### src/rtl/bank_swap_pkg.sv
// Shared types and defaults for the bank_swap_ctrl ping-pong ADC capture block.
// Optional frame counter is compiled in by defining BANK_SWAP_FRAME_CNT_EN.
package bank_swap_pkg;

   localparam int unsigned ADDR_W_DEF  = 13;
   localparam int unsigned DATA_W_DEF  = 16;
   localparam int unsigned STATE_W     = 2;
   localparam int unsigned FRAME_CNT_W = 16;

   typedef enum logic [STATE_W-1:0] {
      ST_IDLE  = 2'd0,
      ST_FILL  = 2'd1,
      ST_STALL = 2'd2
   } state_e;

endpackage

### src/rtl/bank_swap_addr_cnt.sv
// Write-address counter and bank ownership/swap bookkeeping for bank_swap_ctrl.
// BANK_SWAP_FRAME_CNT_EN adds a wrapping count of completed swaps.
module bank_swap_addr_cnt
   import bank_swap_pkg::*;
#(
   parameter int unsigned ADDR_W = ADDR_W_DEF
) (
   input  logic              clk,
   input  logic              rst_n,
   input  logic              clear,
   input  logic              incr,
   input  logic              swap,
   input  logic              ack,
   output logic [ADDR_W-1:0] addr,
   output logic              last_c,
   output logic              wr_bank,
   output logic              rd_bank,
   output logic              sample_rdy
`ifdef BANK_SWAP_FRAME_CNT_EN
   ,
   output logic [FRAME_CNT_W-1:0] frame_cnt
`endif
);

   assign last_c = (addr == {ADDR_W{1'b1}});

   // Address wraps naturally modulo the bank size.
   always_ff @(posedge clk) begin
      if (!rst_n) begin
         addr <= '0;
      end else if (clear || swap) begin
         addr <= '0;
      end else if (incr) begin
         addr <= addr + ADDR_W'(1);
      end
   end

   // A swap re-asserts ready even if an ack clears it in the same cycle.
   always_ff @(posedge clk) begin
      if (!rst_n) begin
         wr_bank    <= 1'b0;
         rd_bank    <= 1'b1;
         sample_rdy <= 1'b0;
      end else if (swap) begin
         rd_bank    <= wr_bank;
         wr_bank    <= ~wr_bank;
         sample_rdy <= 1'b1;
      end else if (ack) begin
         sample_rdy <= 1'b0;
      end
   end

`ifdef BANK_SWAP_FRAME_CNT_EN
   always_ff @(posedge clk) begin
      if (!rst_n) begin
         frame_cnt <= '0;
      end else if (swap) begin
         frame_cnt <= frame_cnt + FRAME_CNT_W'(1);
      end
   end
`endif

endmodule

### src/rtl/bank_swap_ctrl.sv
// Ping-pong ADC capture controller: fills one RAM bank while the host reads the other.
// Define BANK_SWAP_FRAME_CNT_EN to expose the O_frameCnt swap counter.
module bank_swap_ctrl
   import bank_swap_pkg::*;
#(
   parameter int unsigned ADDR_W = ADDR_W_DEF,
   parameter int unsigned DATA_W = DATA_W_DEF
) (
   input  logic               I_clk,
   input  logic               I_rst_n,
   input  logic               I_start,
   input  logic               I_stop,
   input  logic               I_continuous,
   input  logic               ADC_I_dataValid,
   input  logic [DATA_W-1:0]  ADC_I_data,
   input  logic               I_bankAck,
   output logic               O_wrEn,
   output logic [ADDR_W-1:0]  O_wrAddr,
   output logic [DATA_W-1:0]  O_wrData,
   output logic               O_wrBank,
   output logic               O_rdBank,
   output logic               O_sampleRdy,
   output logic               O_overrun,
   output logic               O_busy,
   output logic [STATE_W-1:0] O_state
`ifdef BANK_SWAP_FRAME_CNT_EN
   ,
   output logic [FRAME_CNT_W-1:0] O_frameCnt
`endif
);

   state_e            state;
   state_e            state_nxt;
   logic              cont_mode;
   logic [ADDR_W-1:0] addr;
   logic              last_c;
   logic              rdy_held_c;
   logic              start_ok_c;
   logic              accept_c;
   logic              swap_c;
   logic              incr_c;
   logic              ovr_set_c;

   // Host bank still unread after any same-cycle ack has been applied.
   assign rdy_held_c = O_sampleRdy && !I_bankAck;

   always_ff @(posedge I_clk) begin
      if (!I_rst_n) begin
         state  <= ST_IDLE;
         O_busy <= 1'b0;
      end else begin
         state  <= state_nxt;
         O_busy <= (state_nxt != ST_IDLE);
      end
   end

   always_comb begin
      state_nxt = state;
      if (I_stop) begin
         state_nxt = ST_IDLE;
      end else begin
         case (state)
            ST_IDLE:  if (I_start) state_nxt = ST_FILL;
            ST_FILL:  if (ADC_I_dataValid && last_c) begin
                         if (rdy_held_c)     state_nxt = ST_STALL;
                         else if (!cont_mode) state_nxt = ST_IDLE;
                      end
            ST_STALL: if (I_bankAck) state_nxt = cont_mode ? ST_FILL : ST_IDLE;
            default:  state_nxt = ST_IDLE;
         endcase
      end
   end

   always_comb begin
      start_ok_c = 1'b0;
      accept_c   = 1'b0;
      swap_c     = 1'b0;
      incr_c     = 1'b0;
      ovr_set_c  = 1'b0;
      if (!I_stop) begin
         case (state)
            ST_IDLE:  start_ok_c = I_start;
            ST_FILL:  begin
                         accept_c = ADC_I_dataValid;
                         swap_c   = ADC_I_dataValid && last_c && !rdy_held_c;
                         incr_c   = ADC_I_dataValid && !(last_c && rdy_held_c);
                      end
            ST_STALL: begin
                         swap_c    = I_bankAck;
                         ovr_set_c = ADC_I_dataValid;
                      end
            default:  ;
         endcase
      end
   end

   // Write port is one cycle behind the accepted sample.
   always_ff @(posedge I_clk) begin
      if (!I_rst_n) begin
         O_wrEn    <= 1'b0;
         O_wrAddr  <= '0;
         O_wrData  <= '0;
         O_overrun <= 1'b0;
         cont_mode <= 1'b0;
      end else begin
         O_wrEn <= accept_c;
         if (accept_c) begin
            O_wrAddr <= addr;
            O_wrData <= ADC_I_data;
         end
         if (start_ok_c) begin
            cont_mode <= I_continuous;
            O_overrun <= 1'b0;
         end else if (ovr_set_c) begin
            O_overrun <= 1'b1;
         end
      end
   end

   assign O_state = STATE_W'(state);

   bank_swap_addr_cnt #(.ADDR_W(ADDR_W)) u_addr_cnt (
      .clk        (I_clk),
      .rst_n      (I_rst_n),
      .clear      (start_ok_c),
      .incr       (incr_c),
      .swap       (swap_c),
      .ack        (I_bankAck),
      .addr       (addr),
      .last_c     (last_c),
      .wr_bank    (O_wrBank),
      .rd_bank    (O_rdBank),
      .sample_rdy (O_sampleRdy)
`ifdef BANK_SWAP_FRAME_CNT_EN
      ,
      .frame_cnt  (O_frameCnt)
`endif
   );

endmodule

### config.mk
export PLATFORM = sky130hd
export DESIGN_NAME = bank_swap_ctrl
export DESIGN_NICKNAME = d
export VERILOG_FILES = /design/src/rtl/bank_swap_pkg.sv /design/src/rtl/bank_swap_addr_cnt.sv /design/src/rtl/bank_swap_ctrl.sv
export SDC_FILE = /design/constraint.sdc
export NUM_CORES = 1
export LEC_CHECK = 0
export ABC_CLOCK_PERIOD_IN_PS = 5100
export CAP_MARGIN = 20
export CORE_MARGIN = 8
export CORE_UTILIZATION = 40
export CTS_CLUSTER_SIZE = 12
export DETAILED_ROUTE_END_ITERATION = 8
export GPL_ROUTABILITY_DRIVEN = 0
export PLACE_DENSITY = 0.73
export SETUP_SLACK_MARGIN = 0.15
export SLEW_MARGIN = 15
export SYNTH_ARGS = -nofsm -noshare
export SYNTH_HDL_FRONTEND = slang
export SYNTH_SLANG_ARGS = --single-unit
### constraint.sdc
create_clock -name I_clk -period 5.1 [get_ports I_clk]
set_input_delay 1.02 -clock I_clk [delete_from_list [all_inputs] [get_ports I_clk]]
set_output_delay 1.02 -clock I_clk [all_outputs]
set_load 0.1 [all_outputs]
; Word level (Yosys, flattened, before mapping)
; Cells that the tools add are included.
[totals]
ff_bits = 51
input_bits = 23
out_inout_bits = 37
wordCells = 51
[op_classes]
n_addsub = 1
n_eq_ne = 3
muxes = 20
n_bitwise = 2
reduce_logical = 14
[op_table]
columns = op, count
row1 = "adder 13 x 1 -> 13 bit, second input constant", 1
row2 = "== test 13 bit, second input constant", 1
row3 = 2-to-1 mux 1 bit, 12
row4 = 2-to-1 mux 2 bit, 6
row5 = case mux 2 bit (3 select lines), 1
row6 = logical AND 1 bit, 5
row7 = nonzero test 2 bit, 2
row8 = OR reduction 2 bit, 2
row9 = zero test 1 bit, 3
row10 = "== test 2 x 1 -> 1 bit, second input constant", 1
row11 = "== test 2 bit, second input constant", 1
row12 = zero test 2 bit, 1
row13 = inverter 1 bit, 2
row14 = case mux 1 bit (2 select lines), 1
row15 = logical OR 1 bit, 1

; Logic depth before layout (Yosys ltp)
; Gate-level depths: netlist (run 1).
[depth]
depth_word = 8
ltp_mapped = 9
ltp_nobuf = 7

; Hierarchy
; A second synthesis (run 1) with hierarchy kept.
[unflattened]
cells_unflattened = 249
hier_area_um2 = 2275.9
[modules_own_cells]
columns = mod, n_inst, cells_each, area_each_um2, seq_area_each_um2
row1 = bank_swap_ctrl, 1, 168, 1527.7, 700.7
row2 = bank_swap_addr_cnt, 1, 81, 748.2, 320.3

; Worst setup path before layout (run 1)
; Ideal clock, no wire load.
[synth_timing]
path_type = register to register
from = reg state[1], in the netlist O_state[1]
to = reg u_addr_cnt.addr[11]
setup_ps = 64
t_arrival_ps = 2590
t_required_ps = 5036
setup_slack_ps = 2446
stages_incl_launch_ff = 10
period_less_slack_ps = 2654
path_cell_list = dfxtp_1 > inv_1 > ha_1 > and3b_1 > buf_2 > and2_4 > a41o_1 > or2_4 > buf_6 > nor2_1
[synth_via]
elab_chain_cells = 5
word_cells_on_any_way = 11
classes_between = 2 x eq/ne / 6 x mux / 3 x reduce/logical
[synth_lines]
columns = item, line
row1 = start: declaration, bank_swap_ctrl.sv:32  ; state_e state;
row2 = start signal: assignment, bank_swap_ctrl.sv:52  ; state <= state_nxt;
row3 = == test 2 bit (tied with other cells), bank_swap_ctrl.sv:81  ; case (state)
row4 = case mux 1 bit (2 select lines) or 2-to-1 mux 1 bit (tied branches), bank_swap_ctrl.sv:81
row5 = 2-to-1 mux 1 bit, bank_swap_ctrl.sv:80  ; if (!I_stop) begin
row6 = logical OR 1 bit, bank_swap_addr_cnt.sv:31  ; end else if (clear || swap) begin
row7 = OR reduction 2 bit (no line), n/a
row8 = end signal: assignment, bank_swap_addr_cnt.sv:34  ; addr <= addr + ADDR_W'(1);
row9 = end: declaration, bank_swap_addr_cnt.sv:14  ; output logic [ADDR_W-1:0] addr,
; Parallel ways exist; a longest one is shown, timed or not.
; A chain may end at the register's enable or synchronous reset.

; Worst setup path in the final report (run 1)
[layout_timing]
from = reg state[0], in the netlist O_state[0]
to = out O_state[0]
[layout_lines]
columns = item, line
row1 = end: declaration, bank_swap_ctrl.sv:25  ; output logic [STATE_W-1:0] O_state
; No word-level cell between the ends.

==> run metrics, run 1 <==
status finished, final reports clean; crit path buf inv count 1; number of global-route vias before repair 1873; # clock sinks 51; area leader, netlist dfxtp_1; clock buffer depth 2; worst hold path class reg2reg; cell row count 27; diodes inserted 0; input/output buffers 59; Placed Cells 382; Clk network pwr share 0.318; final WL 5.09 mm; Die W 90.3 um; hold buffer count at cts 0; Final Net Count 346; DP Wirelength 3.69 mm; dpl cell area 2850 um2; Arr. time, crit path 1.93 ns; Final period util 0.578; area occupied by multi-input gates 1110 um2; crit end category output port; largest delay contributor family on the critical path buffers and inverters; Initial Util 0.406; multiplexer share of the synthesized area 0.00453; synth unique cells 37; clk_lat worst skew 0.30 ns; full die area 8160 um2; fin cells 391; syn avg cell area 8.44 um2; unrepaired setup endpoints after global routing false; final hold vios 0; first-pass GRT wire length 8.54 mm; Least-Margin Pin Slew 0.999 ns; Post-Synth Adder-Cell Area 0.0283; Die Span Y 90.3 um; total CTS buffers 5; vias per inst 4.91; clk slew on worst S/H paths 0.08 ns; sequential area share after synthesis 0.462; Area growth syn-to-layout 33.3%; core area 5440 um2; post-synthesis net count 290; initial drt markers 151; minimum clock period 2.95 ns; Final Skew 0.00372 ns; vias 1920; register area 1020 um2; CTS tree done; Post-CTS Repair Setup Buffers 0; Sw Ratio 0.248; Max Clk Rate 0.339 GHz; DRC 0; FILL cells 529; final slew viol count 0; WS Path Type reg2out; post-synthesis simple-gate area fraction 0.278; cell area after synthesis 2210 um2; worst path required time 4.08 ns; crit path launch type flop; CP Cell Sequence clkdlybuf4s50_1; antenna violations before repair 0; #FFs+latches synth 51; PwrDens 238 nW/um2; combinational share of power 0.107; grt ovf 0; largest net degree at the start of global routing 37; Synth top area share 0.462; Syn Inst Count 262; total of warnings raised by yosys 0; max incr delay on CP 1.18 ns; Seq pwr share 0.576; Int Power 0.528 mW; share of layout cells above drive strength 1 0.0439; slowest CP cell clkdlybuf4s50_1; Main synth FF type dfxtp_1; P_sw 0.175 mW; routed len/inst 13.0 um; # resized after CTS 0; setup violation total in the final timing report 0; Slew headroom 0.332; Worst VDD drop 0.167 mV; top cells by area, synth dfxtp_1 (46%), nand2_1 (12%), a21boi_0 (10%); Synth async-reset ratio 0; Final ANT Viol Nets 0; max-cap viol count 0; H-tree Lvls 2; XOR/XNOR Fraction of Synth Area 0.0436; drt pass-1 iters 4; largest family of logic cells by synthesized area simple AND/OR/NAND/NOR gates; Post-Route Setup TNS 0 ns; final worst slack 2.15 ns; fin area 2950 um2; root buffer cell clkbuf_8; dpl ws 1.90 ns; Tot GR Track Use 0.125; complex-gate fraction of the synthesized area 0.147; leakage 0.994 nW; number of flops mapped to enable cells by yosys 0; Critical Path Fanout Max 5; io pins 60
-- worst reg2reg max path, stage by stage (launching register included) --
cell and delay [ns]:
dfxtp_1 0.44, ha_1 0.28, nand3_1 0.46, buf_4 0.40, nor4b_1 0.37, xnor2_1 0.16
nor2_1 0.05
-- placed cells by master, fill, tap and decap left out, types with 3 or more instances in the layout --
cell type,n
a21boi_0,30
nand4_1,8
nor2_1,18
clkdlybuf4s50_1,59
xor2_1,4
xnor2_1,7
dfxtp_1,51
nor2b_1,4
nor3_1,6
inv_1,6
nand3_1,9
clkbuf_8,5
ha_1,5
a21oi_1,4
o21ai_0,3
nand2_1,69
and4_1,3
-- cell families (layout without fill, tap and decap cells) --
family | count (synthesis) | in the layout
and+or+nand+nor | 130 | 130
DFF | 51 | 51
buffers and inverters | 19 | 76
adders and majority gates | 5 | 5
muxes | 1 | 1
AOI/OAI and AO/OA | 45 | 45
xor gates and xnor gates | 11 | 11
-- flip-flops by register name, summed over array words and instances (netlist names) --
register               flops
O_overrun                  1
u_addr_cnt.sample_rdy      1
u_addr_cnt.rd_bank         1
O_wrAddr                  13
O_state                    2
O_wrEn                     1
u_addr_cnt.addr           13
u_addr_cnt.wr_bank         1
cont_mode                  1
O_wrData                  16
O_busy                     1
-- worst paths after layout --
check	from	depth (start not counted)	slack, ns	end
min reg2reg	O_wrAddr[8]$_SDFFE_PN0P_	2	0.46	O_wrAddr[8]$_SDFFE_PN0P_
max	O_state[0]$_SDFF_PN0_	1	2.15	O_state[0]
min	O_wrAddr[8]$_SDFFE_PN0P_	2	0.46	O_wrAddr[8]$_SDFFE_PN0P_
max reg2reg	O_state[0]$_SDFF_PN0_	6	2.84	u_addr_cnt.addr[11]$_SDFFE_PP0P_
-- stage by stage --
stage,hold slack (ns),power [mW],utilization
after CTS,0.474,0.715,0.539
after global placement,0.455,0.488,0.524
final,0.463,0.703,0.542
after global routing,0.487,0.740,0.542
after floorplan,0.467,0.459,-
after detailed placement,0.461,0.488,0.524
-- routing by layer --
metal,wire length (um),vias up,global-route usage,part of all wire
met3,423,11,0.0623,0.083
met1,2350,852,0.143,0.46
li1,-,995,-,-
met4,74,0,0.0430,0.015
met2,2250,62,0.197,0.44
met5,0,-,0,0
-- area by class of cell --
| type | instances | area share |
|---|---|---|
| clock buffer | 6 | 0.0246 |
| clock inverter | 2 | 0.00424 |
| inverter | 6 | 0.00764 |
| multi-input combinational | 192 | 0.376 |
| sequential | 51 | 0.346 |
| tap | 72 | 0.0306 |
| timing repair buffer | 62 | 0.211 |
-- Yosys cell counts, types with 2 or more instances --
cell type,number
a21boi_0,30
a21oi_1,4
and3b_1,2
and4_1,3
buf_2,2
clkbuf_1,10
dfxtp_1,51
ha_1,5
inv_1,6
nand2_1,69
nand3_1,9
nand4_1,8
nand4b_1,2
nor2_1,18
nor2b_1,4
nor3_1,6
nor4_2,2
o21ai_0,3
xnor2_1,7
xor2_1,4
-- power by group through the flow --
| stage | Clock, mW | Combinational [mW] | Sequential (mW) |
|---|---|---|---|
| final | 0.223 | 0.0750 | 0.405 |
| after floorplan | 0 | 0.0222 | 0.436 |
| after CTS | 0.235 | 0.0746 | 0.405 |
| after detailed placement | 0 | 0.0744 | 0.414 |
| after global routing | 0.255 | 0.0800 | 0.405 |
| after global placement | 0 | 0.0740 | 0.414 |
No activity file was read; power rests on OpenSTA's default activity.
==> run 2, diff against run 1 <==
--- a/config.mk
+++ b/config.mk
@@ -5,7 +5,7 @@
 export SDC_FILE = /design/constraint.sdc
 export NUM_CORES = 1
 export LEC_CHECK = 0
-export ABC_CLOCK_PERIOD_IN_PS = 5100
+export ABC_CLOCK_PERIOD_IN_PS = 3100
 export CAP_MARGIN = 20
 export CORE_MARGIN = 8
 export CORE_UTILIZATION = 40
==> constraint.sdc (replaced) <==
create_clock -name I_clk -period 3.1 [get_ports I_clk]
set_input_delay 0.62 -clock I_clk [delete_from_list [all_inputs] [get_ports I_clk]]
set_output_delay 0.62 -clock I_clk [all_outputs]
set_load 0.1 [all_outputs]
==> run metrics, run 2 (same netlist as run 1, synthesis figures left out) <==
crit path launch type primary input; clk slew on worst S/H paths 0.09 ns (about the same); antenna violations before repair 0 (unchanged); H-tree Lvls 2 (unchanged); full die area 8160 um2 (unchanged); slowest CP cell clkdlybuf4s50_1; CP Cell Sequence clkdlybuf4s50_1, and3b_1, and2_4, a41o_1, or2_4, a211oi_1; Most flops, register O_wrData; crit path buf inv count 1 (unchanged); clk_lat worst skew 0.30 ns (about the same); minimum clock period 2.07 ns; Post-Route Setup TNS 0 ns (unchanged); Total Power 1.20 mW (+71%); largest delay contributor family on the critical path simple AND/OR/NAND/NOR gates; final hold vios 0 (unchanged); max-cap viol count 0 (unchanged); share of layout cells above drive strength 1 0.166 (+0.122); diodes inserted 0 (unchanged); worst path required time 3.32 ns (-0.76 ns); worst hold path class reg2reg; DRC 0 (unchanged); most common cell after layout, fill and taps aside nand2_1; number of global-route vias before repair 1968 (+5.1%); final core utilization 0.528 (-0.0136); DP Wirelength 3.80 mm (+2.9%); Arr. time, crit path 2.29 ns (+0.36 ns); first-pass GRT wire length 8.90 mm (+4.2%); io pins 60 (unchanged); hold buffer count at cts 0 (unchanged); dpl cell area 2770 um2 (-2.7%); leakage 1.08 nW (+8.4%); register area 1020 um2 (unchanged); WS Path Type in2reg; largest net degree at the start of global routing 33 (-11%); grt ovf 0 (unchanged); dpl ws 0.713 ns (-1.19 ns); root buffer cell clkbuf_8; Slew headroom 0.551 (+0.219); Least-Margin Pin Slew 0.668 ns (-0.331 ns); fin cells 392 (+0.26%); Critical Path Fanout Max 13 (+8); top flop regs O_wrData: 16 flops, O_wrAddr: 13 flops, u_addr_cnt.addr: 13 flops; most frequent cells in the layout nand2_1 (69), dfxtp_1 (51), buf_4 (41); final WL 5.09 mm (-0.16%); setup violation total in the final timing report 0 (unchanged); routed len/inst 13.0 um (-0.41%); Die Span Y 90.3 um (unchanged); final worst slack 1.03 ns (-1.12 ns); Initial Util 0.406 (unchanged); total CTS buffers 5 (unchanged); unrepaired setup endpoints after global routing false; cell row count 27 (unchanged); Die W 90.3 um (unchanged); Max Clk Rate 0.483 GHz; final slew viol count 0 (unchanged); drt pass-1 iters 4 (unchanged); vias per inst 4.92 (+0.26%); Final Skew 0.00934 ns (+0.00562 ns); Worst VDD drop 0.217 mV (+30%); area occupied by multi-input gates 1110 um2 (unchanged); Post-CTS Repair Setup Buffers 0 (unchanged); Area growth syn-to-layout 30.0%; # resized after CTS 0 (unchanged); # clock sinks 51 (unchanged); max FFs per register 16 (unchanged); vias 1930 (+0.52%); Final period util 0.667; Hold Slack 0.463 ns (-0.0000310 ns); clock buffer depth 2 (unchanged); input/output buffers 59 (unchanged); core area 5440 um2 (unchanged); max incr delay on CP 0.56 ns (-0.62 ns); FILL cells 535 (+1.1%); Final ANT Viol Nets 0 (unchanged); Final Net Count 347 (+0.29%); status finished, final reports clean; Tot GR Track Use 0.127 (+0.00205); crit end category flop; initial drt markers 95 (-37%); Placed Cells 384 (+0.52%); fin area 2870 um2 (-2.5%); PwrDens 418 nW/um2 (+75%); CTS tree done
[run 2: cell count changes in the layout (fill, tap and decap cells not counted)]
cell             previous run  this run
buf_8                       1         0
clkbuf_8                    5         7
clkdlybuf4s50_1            59        22
buf_4                       2        41
clkbuf_1                    1         0
clkinv_2                    1         0
[run 2: final cells by class]
| type | count | share of cell area |
|---|---|---|
| multi-input combinational | 192 | 0.386 |
| tap | 72 | 0.0313 |
| clock inverter | 1 | 0.00261 |
| sequential | 51 | 0.355 |
| timing repair buffer | 63 | 0.184 |
| inverter | 6 | 0.00784 |
| clock buffer | 7 | 0.0335 |
[run 2: worst min-delay path, stage by stage, from the launching register on]
cell	delay (ns)
dfxtp_1	0.32
nand2_1	0.04
a21boi_0	0.06
[run 2: final timing paths]
| path | startpoint | end | slack (ns) | depth (start not counted) |
|---|---|---|---|---|
| worst min-delay path | O_wrAddr[8]$_SDFFE_PN0P_ | O_wrAddr[8]$_SDFFE_PN0P_ | 0.46 | 2 |
| worst min register to register | O_wrAddr[8]$_SDFFE_PN0P_ | O_wrAddr[8]$_SDFFE_PN0P_ | 0.46 | 2 |
| worst max register to register | O_state[1]$_SDFF_PN0_ | u_addr_cnt.addr[2]$_SDFFE_PP0P_ | 1.15 | 7 |
| worst max-delay path | I_stop | u_addr_cnt.addr[2]$_SDFFE_PP0P_ | 1.03 | 6 |
[run 2: metal layers]
metal	routed length (um)	share of wire	GRT usage	up-vias
met2	2320	0.46	0.211	47
met4	45	0.0088	0.0388	0
met1	2360	0.46	0.147	878
met3	364	0.072	0.0499	5
li1	-	-	-	1000
met5	0	0	0	-
[run 2: report_power, final]
group | leakage (nW) | internal [mW] | switching [mW]
clock network | 0.0505 | 0.203 | 0.212
logic | 0.616 | 0.0481 | 0.0731
registers | 0.411 | 0.661 | 0.00482
total | 1.08 | 0.912 | 0.290
